<file path="config.mk">
export PLATFORM = sky130hd
export DESIGN_NAME = uart_rx_word_assembler_flat
export DESIGN_NICKNAME = d
export VERILOG_FILES = /design/src/rtl/uart_rx_word_assembler_if.sv /design/src/rtl/uart_rx_word_assembler.sv /design/src/flat_wrapper.sv
export SDC_FILE = /design/constraint.sdc
export NUM_CORES = 1
export LEC_CHECK = 0
export ABC_AREA = 1
export BUFFER_PORTS_ARGS = -buffer_cell sky130_fd_sc_hd__buf_2
export CAP_MARGIN = 25
export CORE_MARGIN = 2
export CORE_UTILIZATION = 50
export CTS_BUF_LIST = sky130_fd_sc_hd__clkbuf_4
export DETAILED_ROUTE_END_ITERATION = 12
export PLACE_DENSITY = 0.77
export SLEW_MARGIN = 10
export SYNTH_ARGS = -nofsm -noshare
export SYNTH_HDL_FRONTEND = slang
export SYNTH_SLANG_ARGS = --single-unit
</file>
<file path="constraint.sdc">
create_clock -name Clk -period 2.3 [get_ports Clk]
set_clock_uncertainty 0.05 [all_clocks]
set_input_delay 0.115 -clock Clk [delete_from_list [all_inputs] [get_ports Clk]]
set_output_delay 0.115 -clock Clk [all_outputs]
set_load 0.01 [all_outputs]
</file>
<file path="src/rtl/uart_rx_word_assembler_if.sv">
// Output bundle of the UART word assembler.
// master drives words and strobes, slave consumes them.
interface uart_rx_word_assembler_if;
    logic [15:0] Data_out;
    logic        Valid_num;
    logic        Frame_done;
    logic        Frame_err;
    logic [8:0]  Word_count;

    modport master (
        output Data_out,
        output Valid_num,
        output Frame_done,
        output Frame_err,
        output Word_count
    );

    modport slave (
        input Data_out,
        input Valid_num,
        input Frame_done,
        input Frame_err,
        input Word_count
    );
endinterface

</file>
<file path="src/rtl/uart_rx_word_assembler.sv">
// Oversampling 8N1 UART receiver that pairs bytes low-first
// into 16-bit words and counts them into fixed-size frames.
module uart_rx_word_assembler #(
    parameter int CLKS_PER_BIT   = 104,
    parameter int NUM_WORDS      = 512,
    parameter int TIMEOUT_CYCLES = 12500
) (
    input  logic Clk,
    input  logic Rst_n,
    input  logic i_Rx_Serial,
    uart_rx_word_assembler_if.master rx_bus
);

    localparam int CW = $clog2(CLKS_PER_BIT);
    localparam int TW = $clog2(TIMEOUT_CYCLES + 1);

    localparam logic [CW-1:0] HALF = CW'(CLKS_PER_BIT / 2);
    localparam logic [CW-1:0] LAST = CW'(CLKS_PER_BIT - 1);
    localparam logic [TW-1:0] TLAST = TW'(TIMEOUT_CYCLES - 1);
    localparam logic [8:0]    WLAST = 9'(NUM_WORDS - 1);

    localparam int I_IDLE    = 0;
    localparam int I_START   = 1;
    localparam int I_DATA    = 2;
    localparam int I_STOP    = 3;
    localparam int I_CLEANUP = 4;

    typedef enum logic [4:0] {
        S_IDLE    = 5'b00001,
        S_START   = 5'b00010,
        S_DATA    = 5'b00100,
        S_STOP    = 5'b01000,
        S_CLEANUP = 5'b10000
    } state_t;

    logic rx_meta;
    logic rx_s;

    state_t        state;
    state_t        state_nx;
    logic [CW-1:0] clk_cnt;
    logic [CW-1:0] clk_cnt_nx;
    logic [2:0]    bit_idx;
    logic [2:0]    bit_idx_nx;
    logic [7:0]    shift;
    logic [7:0]    shift_nx;
    logic          stop_ok;
    logic          stop_ok_nx;
    logic          ferr_nx;
    logic          ferr_q;

    logic          phase_high;
    logic [7:0]    low_byte;
    logic [TW-1:0] to_cnt;
    logic [15:0]   data_q;
    logic          valid_q;
    logic          done_q;
    logic [8:0]    wcnt_q;

    logic byte_evt;
    logic drop_evt;
    logic idle_wait;

    always_ff @(posedge Clk) begin
        if (!Rst_n) begin
            rx_meta <= 1'b1;
            rx_s    <= 1'b1;
        end else begin
            rx_meta <= i_Rx_Serial;
            rx_s    <= rx_meta;
        end
    end

    always_ff @(posedge Clk) begin
        if (!Rst_n) begin
            state   <= S_IDLE;
            clk_cnt <= '0;
            bit_idx <= '0;
            shift   <= '0;
            stop_ok <= 1'b0;
            ferr_q  <= 1'b0;
        end else begin
            state   <= state_nx;
            clk_cnt <= clk_cnt_nx;
            bit_idx <= bit_idx_nx;
            shift   <= shift_nx;
            stop_ok <= stop_ok_nx;
            ferr_q  <= ferr_nx;
        end
    end

    always_comb begin
        state_nx   = state;
        clk_cnt_nx = clk_cnt;
        bit_idx_nx = bit_idx;
        shift_nx   = shift;
        stop_ok_nx = stop_ok;
        ferr_nx    = 1'b0;
        unique case (1'b1)
            state[I_IDLE]: begin
                if (!rx_s) begin
                    state_nx   = S_START;
                    clk_cnt_nx = '0;
                end
            end
            state[I_START]: begin
                if (clk_cnt == HALF) begin
                    clk_cnt_nx = '0;
                    bit_idx_nx = '0;
                    state_nx   = rx_s ? S_IDLE : S_DATA;
                end else begin
                    clk_cnt_nx = clk_cnt + 1'b1;
                end
            end
            state[I_DATA]: begin
                if (clk_cnt == LAST) begin
                    clk_cnt_nx        = '0;
                    shift_nx[bit_idx] = rx_s;
                    if (bit_idx == 3'd7) begin
                        state_nx = S_STOP;
                    end else begin
                        bit_idx_nx = bit_idx + 1'b1;
                    end
                end else begin
                    clk_cnt_nx = clk_cnt + 1'b1;
                end
            end
            state[I_STOP]: begin
                if (clk_cnt == LAST) begin
                    clk_cnt_nx = '0;
                    stop_ok_nx = rx_s;
                    ferr_nx    = !rx_s;
                    state_nx   = S_CLEANUP;
                end else begin
                    clk_cnt_nx = clk_cnt + 1'b1;
                end
            end
            state[I_CLEANUP]: begin
                state_nx = S_IDLE;
            end
            default: begin
                state_nx = S_IDLE;
            end
        endcase
    end

    assign byte_evt  = state[I_CLEANUP] && stop_ok;
    assign drop_evt  = state[I_CLEANUP] && !stop_ok;
    assign idle_wait = phase_high && state[I_IDLE];

    // Timeout only ages while the line is idle; a byte in flight freezes it.
    always_ff @(posedge Clk) begin
        if (!Rst_n) begin
            phase_high <= 1'b0;
            low_byte   <= '0;
            to_cnt     <= '0;
            data_q     <= '0;
            valid_q    <= 1'b0;
            done_q     <= 1'b0;
            wcnt_q     <= '0;
        end else begin
            valid_q <= 1'b0;
            done_q  <= 1'b0;
            if (byte_evt && !phase_high) begin
                low_byte   <= shift;
                phase_high <= 1'b1;
                to_cnt     <= '0;
            end else if (byte_evt) begin
                data_q     <= {shift, low_byte};
                valid_q    <= 1'b1;
                phase_high <= 1'b0;
                if (wcnt_q == WLAST) begin
                    wcnt_q <= '0;
                    done_q <= 1'b1;
                end else begin
                    wcnt_q <= wcnt_q + 1'b1;
                end
            end else if (drop_evt) begin
                phase_high <= 1'b0;
            end else if (idle_wait) begin
                if (to_cnt == TLAST) begin
                    phase_high <= 1'b0;
                    to_cnt     <= '0;
                end else begin
                    to_cnt <= to_cnt + 1'b1;
                end
            end
        end
    end

    assign rx_bus.Data_out   = data_q;
    assign rx_bus.Valid_num  = valid_q;
    assign rx_bus.Frame_done = done_q;
    assign rx_bus.Frame_err  = ferr_q;
    assign rx_bus.Word_count = wcnt_q;

endmodule

</file>
<file path="src/flat_wrapper.sv">
// flat-port wrapper written by rule: the top's interface ports become plain ports
module uart_rx_word_assembler_flat 
#(
    parameter int CLKS_PER_BIT   = 104,
    parameter int NUM_WORDS      = 512,
    parameter int TIMEOUT_CYCLES = 12500
)
  (Clk, Rst_n, i_Rx_Serial, rx_bus_Data_out, rx_bus_Valid_num, rx_bus_Frame_done, rx_bus_Frame_err, rx_bus_Word_count);
  uart_rx_word_assembler_if rx_bus_i ();
  input  logic Clk;
  input  logic Rst_n;
  input  logic i_Rx_Serial;
  output wire logic [$bits(rx_bus_i.Data_out)-1:0] rx_bus_Data_out;
  output wire logic [$bits(rx_bus_i.Valid_num)-1:0] rx_bus_Valid_num;
  output wire logic [$bits(rx_bus_i.Frame_done)-1:0] rx_bus_Frame_done;
  output wire logic [$bits(rx_bus_i.Frame_err)-1:0] rx_bus_Frame_err;
  output wire logic [$bits(rx_bus_i.Word_count)-1:0] rx_bus_Word_count;
  assign rx_bus_Data_out = rx_bus_i.Data_out;
  assign rx_bus_Valid_num = rx_bus_i.Valid_num;
  assign rx_bus_Frame_done = rx_bus_i.Frame_done;
  assign rx_bus_Frame_err = rx_bus_i.Frame_err;
  assign rx_bus_Word_count = rx_bus_i.Word_count;
  uart_rx_word_assembler #(.CLKS_PER_BIT(CLKS_PER_BIT), .NUM_WORDS(NUM_WORDS), .TIMEOUT_CYCLES(TIMEOUT_CYCLES)) u_core (.Clk(Clk), .Rst_n(Rst_n), .i_Rx_Serial(i_Rx_Serial), .rx_bus(rx_bus_i));
endmodule
</file>
==> summary.txt, run 1 <==
Floorplan
  – Die X: 86.4 µm
  – Die ar.: 7460 µm²
  – Die Span Y: 86.4 µm
  – Core area: 6680 µm²
  – IO Count: 31
  – Initial Util: 0.508
  – FP Rows: 30

STA
  – Relative slew slack: 0.717
  – Final min period: 1.72 ns
  – Fin. Hold Viols: 0
  – Fin Setup TNS: 0 ns
  – F_max: 0.580 GHz
  – Slew Limit Fails: 0
  – Worst slew pin tran: 0.424 ns
  – RSZ-0062 raised after global routing: no
  – Setup violations, final: 0
  – Fin crit share: 0.749

Setup path
  – Max stage delay on crit path: 0.42 ns
  – Crit. End Element: register
  – Worst EP arrival: 2.00 ns
  – Crit-path cells: ha_1 > ha_1 > or2_4 > o21ai_1 > nand3_2 > o21ai_0 > nor2_1
  – CP most frequent cell: ha_1
  – Worst Path Required: 2.58 ns
  – Startpoint type of the worst setup path: register
  – CP Max Fanout: 8
  – Setup CP Type: register to register
  – Slowest CP cell: dfxtp_1

Synthesis
  – Post-synthesis sequential area ratio: 0.454
  – Post-synth EDFFs: 0
  – Avg Inst Size Synth: 7.16 µm²
  – Share of the synthesized area in the top cell type: 0.454
  – Synth warn: 0
  – Most instantiated library cell after synthesis: nand2_1
  – Post-synthesis register bit count: 77
  – Post-Syn Instances: 474
  – Top cells by area, synth: dfxtp_1, nand2_1, nor2_1, a21oi_1, nand3_1
  – Cell taking the most area after synthesis: dfxtp_1
  – Post-synth top cells: nand2_1, dfxtp_1, nor2_1
  – Synth unique cells: 29
  – Synthesized Nets: 484
  – Ys flop type: dfxtp_1
  – Synthesized area: 3390 µm²
  – Synth async-reset ratio: 0

Clocking
  – CTS Buf Count: 9
  – Max clock buf depth: 2
  – H-tree depth: 3
  – Clock sink total: 77
  – Worst-Skew Late Latency: 0.43 ns
  – Reg clk slew, reported paths: 0.12 ns
  – TritonCTS clock tree: built
  – Clk root buf: clkbuf_4

Route
  – Drt pass-1 iters: 4
  – 1st-iter DRT viols: 87
  – Final antenna-violating net count: 0
  – WL/cell: 11.7 µm
  – Vias: 3,067
  – Vias/cell: 5.16
  – Drt drc: 0
  – Routed WL: 6980 µm

Global routing
  – Initial antenna violation count: 0
  – First-pass GRT wire length: 11,900 µm
  – Vias in the first global route: 2,804
  – Grt ovf: 0
  – Global-route usage over all layers: 0.197
  – Largest net degree at the start of global routing: 29

Place
  – Placer Congestion: 0.876
  – Port bufs: 30
  – Placed Cells: 577
  – Hpwl dp: 5050 µm

Finish
  – Layout cells sized above 1: 0.126
  – ANT cells: 0
  – Area Overhead vs Synth: 11.2%
  – Fin nets: 519
  – Fill cell count: 630
  – Post-route insts no fill: 594

Outcome
  – Status: complete, no violations

Min path
  – Hold Path Class: input port to register

Power
  – Lkg Pwr: 1.60 nW
  – Worst IR drop on VDD: 0.256 mV
  – Power Density: 604 nW/µm²

Flow run
  – Number of max-cap violations: 0
[layout by cell type, fill, tap and decap left out, drive strengths merged]
| cell | instances |
|---|---|
| inv | 51 |
| nor3 | 9 |
| ha | 7 |
| clkinv | 2 |
| nand3 | 42 |
| nand4 | 6 |
| or2 | 5 |
| a31oi | 3 |
| a21oi | 43 |
| dfxtp | 77 |
| nor4 | 2 |
| clkinvlp | 1 |
| xor2 | 6 |
| o21bai | 2 |
| nor3b | 1 |
| nor2 | 75 |
| a21boi | 1 |
| o21ai | 28 |
| o211ai | 1 |
| clkbuf | 11 |
| dlygate4sd3 | 1 |
| bufinv | 1 |
| nand2 | 104 |
| buf | 35 |
[cell families after synthesis]
logic type	after synthesis	synth area share
compound gates	78	0.120
xor+xnor	6	0.0155
fa+ha+maj	7	0.0258
buf+inv	62	0.0726
flops	77	0.454
simple gates	244	0.312
[per-layer routing]
layer | share of wire | vias up | global-route usage | routed length [µm]
met1 | 0.48 | 1380 | 0.243 | 3320
met5 | 0 | - | 0 | 0
met3 | 0.037 | 14 | 0.0514 | 257
met4 | 0.019 | 0 | 0.0824 | 134
li1 | - | 1612 | - | -
met2 | 0.47 | 61 | 0.327 | 3260
[critical path, delay by kind of cell, from the launching register on]
kind | cells | cell delay, ns
DFF | 1 | 0.42
and+or+nand+nor | 3 | 0.44
adders and majority gates | 2 | 0.42
AOI/OAI and AO/OA | 2 | 0.27
[flip-flops by register name, summed over array words and instances (netlist names), 3 cells and up]
name and flops:
u_core.to_cnt 14, u_core.rx_bus.Data_out 16, u_core.shift 8, u_core.state 5, u_core.clk_cnt 7, u_core.bit_idx 3, u_core.rx_bus.Word_count 9, u_core.low_byte 8
[path summary, 6_finish.rpt]
| path | slack, ns | depth (start not counted) | to | start |
|---|---|---|---|---|
| max | 0.58 | 7 | u_core.bit_idx[1]$_SDFFE_PN0P_ | u_core.bit_idx[0]$_SDFFE_PN0P_ |
| max reg2reg | 0.58 | 7 | u_core.bit_idx[1]$_SDFFE_PN0P_ | u_core.bit_idx[0]$_SDFFE_PN0P_ |
| min reg2reg | 0.38 | 1 | u_core.rx_s$_SDFF_PN1_ | u_core.rx_meta$_SDFF_PN1_ |
| min | 0.06 | 3 | u_core.phase_high$_SDFFE_PN0P_ | Rst_n |
[what timing repair did]
action,4_1_cts,5_1_grt
buffers inserted,0,0
setup endpoints to repair,0,0
endpoints found under the hold margin,1,0
hold buffers,1,0
resized for setup,0,0
[where the power goes]
group / internal, mW / switching [mW]
combinational: 0.0239 / 0.0562
clock: 0.360 / 0.485
sequential: 1.34 / 0.0120
[stage by stage]
| stage | util | power, mW | setup slack (ns) | hold slack, ns | instance area (µm²) |
|---|---|---|---|---|---|
| 6_report | 0.565 | 2.28 | 0.577 | 0.0648 | 3770 |
| 5_1_grt | 0.565 | 2.38 | 0.417 | 0.0669 | 3770 |
| 4_1_cts | 0.565 | 2.30 | 0.581 | 0.0665 | 3770 |
| 3_5_place_dp | 0.542 | 1.46 | 0.604 | 0.257 | 3620 |
| 3_3_place_gp | 0.542 | 1.46 | 0.634 | 0.255 | 3620 |
| 2_1_floorplan | - | 1.44 | 0.709 | 0.172 | 3390 |
[area by class of cell]
class | count | area (µm²) | share of cell area
Multi-Input combinational cell | 335 | 1610 | 0.426
Sequential cell | 77 | 1540 | 0.408
Tap cell | 80 | 100 | 0.0265
Clock inverter | 5 | 58.8 | 0.0156
Timing Repair Buffer | 36 | 198 | 0.0524
Clock buffer | 11 | 82.6 | 0.0219
Inverter | 50 | 188 | 0.0497
Power figures use the tool's default switching activity.
==> inputs of run 2 (changes only) <==
- PLACE_DENSITY: 0.77 -> 0.8
- clock period: 2.3 -> 1.45 ns (I/O delays scaled with it)
==> summary.txt, run 2 (same netlist as run 1, synthesis figures left out) <==
STA
  – Slew Limit Fails: 0 (unchanged)
  – Fin worst setup slack: -0.0539 ns (-0.630 ns)
  – Setup violations, final: 5 (+5)
  – RSZ-0062 raised after global routing: yes
  – WHS: 0.0123 ns (-0.0525 ns)
  – Fin Setup TNS: -0.146 ns (-0.146 ns)
  – F_max: 0.665 GHz (+15%)
  – Worst slew pin tran: 0.388 ns (-0.0360 ns)
  – Fin crit share: 1.04 (+0.288)
  – Fin. Hold Viols: 0 (unchanged)
  – Relative slew slack: 0.739 (+0.0220)
  – Final min period: 1.50 ns (-0.220 ns)

Min path
  – Hold Path Class: input port to register
  – Hold_sp: Rst_n
  – Hold Path Stages: 4 (+1)
  – Hold path endpoint: u_core.rx_bus.Data_out[8]$_SDFFE_PN0P_

Route
  – WL/cell: 13.2 µm (+13%)
  – Vias/cell: 5.35 (+3.7%)
  – Drt pass-1 iters: 6 (+2)
  – Final antenna-violating net count: 0 (unchanged)
  – Vias: 3,416 (+11%)
  – Routed WL: 8440 µm (+21%)
  – 1st-iter DRT viols: 211 (+140%)
  – Drt drc: 0 (unchanged)

Setup path
  – Startpoint type of the worst setup path: register
  – R2R Path End: u_core.rx_bus.Word_count[5]$_SDFFE_PN0P_
  – Worst reg2reg startpoint: u_core.rx_bus.Word_count[1]$_SDFFE_PN0P_
  – Crit. End Element: register
  – Worst Path Required: 1.76 ns (-0.82 ns)
  – Max stage delay on crit path: 0.38 ns (-0.04 ns)
  – Crit-path cells: ha_4 > nand3_4 > nor4_4 > ha_2 > a21oi_2 > buf_4 > nand2_1 > nor2_1
  – CP Max Fanout: 3 (-5)
  – CP delay by family, top: adder cells
  – R2r worst-path depth: 8 (+1)
  – Slowest CP cell: dfxtp_2
  – Setup CP Type: register to register
  – FF-to-FF setup slack: -0.05 ns (-0.63 ns)
  – Buffers & Inverters on Critical Path: 1 (+1)
  – Worst EP arrival: 1.81 ns (-0.19 ns)

Power
  – Worst IR drop on VDD: 0.419 mV (+64%)
  – Comb power frac: 0.044 (+0.009)
  – Power Density: 878 nW/µm² (+45%)
  – Lkg Pwr: 1.85 nW (+15%)
  – Sw Pwr: 0.932 mW (+68%)
  – Internal power: 2.90 mW (+68%)
  – Switching share of power: 0.243 (about the same)
  – Power consumption: 3.84 mW (+68%)
  – Reg power frac: 0.558 (-0.036)
  – Clock network power share: 0.397 (+0.026)

Finish
  – Layout cells sized above 1: 0.301 (+0.175)
  – Most frequent cells in the layout: nand2_1, nor2_1, dfxtp_1, buf_4
  – Area Overhead vs Synth: 28.7%
  – Final Cell Area: 4370 µm² (+16%)
  – Most common cell after layout, fill and taps aside: nand2_1
  – Fin nets: 563 (+8.5%)
  – Max reg flops: 16 (unchanged)
  – Fill cell count: 537 (-15%)
  – ANT cells: 0 (unchanged)

Clocking
  – Max clock buf depth: 2 (unchanged)
  – Clock sink total: 77 (unchanged)
  – Worst-Skew Late Latency: 0.43 ns (about the same)
  – H-tree depth: 3 (unchanged)
  – Clk root buf: clkbuf_4
  – Reg clk slew, reported paths: 0.14 ns (+0.02 ns)
  – TritonCTS clock tree: built
  – CTS Buf Count: 9 (unchanged)

Floorplan
  – FP Rows: 30 (unchanged)
  – Die X: 86.4 µm (unchanged)
  – Die ar.: 7460 µm² (unchanged)
  – Core area: 6680 µm² (unchanged)
  – Initial Util: 0.508 (unchanged)
  – Die Span Y: 86.4 µm (unchanged)
  – IO Count: 31 (unchanged)

Global routing
  – Global-route usage over all layers: 0.228 (+0.0306)
  – Grt ovf: 0 (unchanged)
  – Initial antenna violation count: 0 (unchanged)
  – Largest net degree at the start of global routing: 29 (unchanged)
  – Vias in the first global route: 3,266 (+16%)
  – First-pass GRT wire length: 13,700 µm (+15%)

Outcome
  – Status: complete, but fails checks
  – Failing checks: negative setup slack

Flow run
  – Number of max-cap violations: 0 (unchanged)

Place
  – Port bufs: 30 (unchanged)
  – Placer Congestion: 0.878 (+0.18%)
  – Hpwl dp: 5560 µm (+10%)
  – Setup WS pre-CTS: -0.0768 ns (-0.681 ns)
  – Area after DPL: 3950 µm² (+9.0%)
[run 2: final cells by class]
type,count,area (µm²),share of cell area
clock inverters,6,86.3,0.0198
multi-input cells,335,1830,0.419
flip-flops and latches,77,1560,0.357
well taps,80,100,0.0229
clock buffers,10,75.1,0.0172
repair buffers,80,528,0.121
inverters,50,188,0.0430
[run 2: what timing repair did]
item / in CTS / in global routing
hold endpoints to repair: 1 / 0
pin swaps: 14 / 10
setup buffers: 3 / 1
endpoints found under the setup margin: 16 / 55
hold buffers: 1 / 0
gates resized for setup: 17 / 46
cloned: 0 / 0
[run 2: how the worst max path moves through the flow]
| stage | start | cells after the start | slack, ns | endpoint |
|---|---|---|---|---|
| after floorplan | u_core.bit_idx[0]$_SDFFE_PN0P_ | 7 | 0.003 | u_core.bit_idx[1]$_SDFFE_PN0P_ |
| after global placement | u_core.bit_idx[0]$_SDFFE_PN0P_ | 7 | 0.002 | u_core.bit_idx[1]$_SDFFE_PN0P_ |
| after detailed placement | u_core.rx_bus.Word_count[0]$_SDFFE_PN0P_ | 8 | -0.08 | u_core.rx_bus.Word_count[7]$_SDFFE_PN0P_ |
| after CTS | u_core.rx_bus.Word_count[1]$_SDFFE_PN0P_ | 8 | -0.05 | u_core.rx_bus.Word_count[7]$_SDFFE_PN0P_ |
| after global routing | u_core.clk_cnt[0]$_SDFFE_PN0P_ | 9 | -0.12 | u_core.bit_idx[0]$_SDFFE_PN0P_ |
| final | u_core.rx_bus.Word_count[1]$_SDFFE_PN0P_ | 8 | -0.05 | u_core.rx_bus.Word_count[5]$_SDFFE_PN0P_ |
[run 2: power groups by stage]
stage                     registers (mW)  clock network (mW)  logic (mW)
final                               2.14                1.52       0.171
after global routing                2.14                1.61       0.191
after CTS                           2.14                1.53       0.160
after detailed placement            2.19                   0       0.155
after global placement              2.19                   0       0.152
after floorplan                     2.19                   0       0.101
[run 2: worst register-to-register path: stages (launching register included)]
cell	delay [ns]
dfxtp_2	0.38
ha_4	0.15
nand3_4	0.09
nor4_4	0.18
ha_2	0.24
a21oi_2	0.07
buf_4	0.15
nand2_1	0.07
nor2_1	0.04
[run 2: routing by layer]
metal  vias to the layer above  GRT usage  wire length [µm]
met2                        94      0.399              4260
met3                        24     0.0457               373
met1                      1598      0.269              3570
met5                         -          0                 0
li1                       1700          -                 -
met4                         0      0.101               240
[run 2: per-stage QoR]
| step | utilization | instances |
|---|---|---|
| after global placement | 0.591 | 617 |
| after floorplan | - | 474 |
| after CTS | 0.632 | 637 |
| after global routing | 0.654 | 638 |
| after detailed placement | 0.591 | 617 |
| final | 0.654 | 638 |
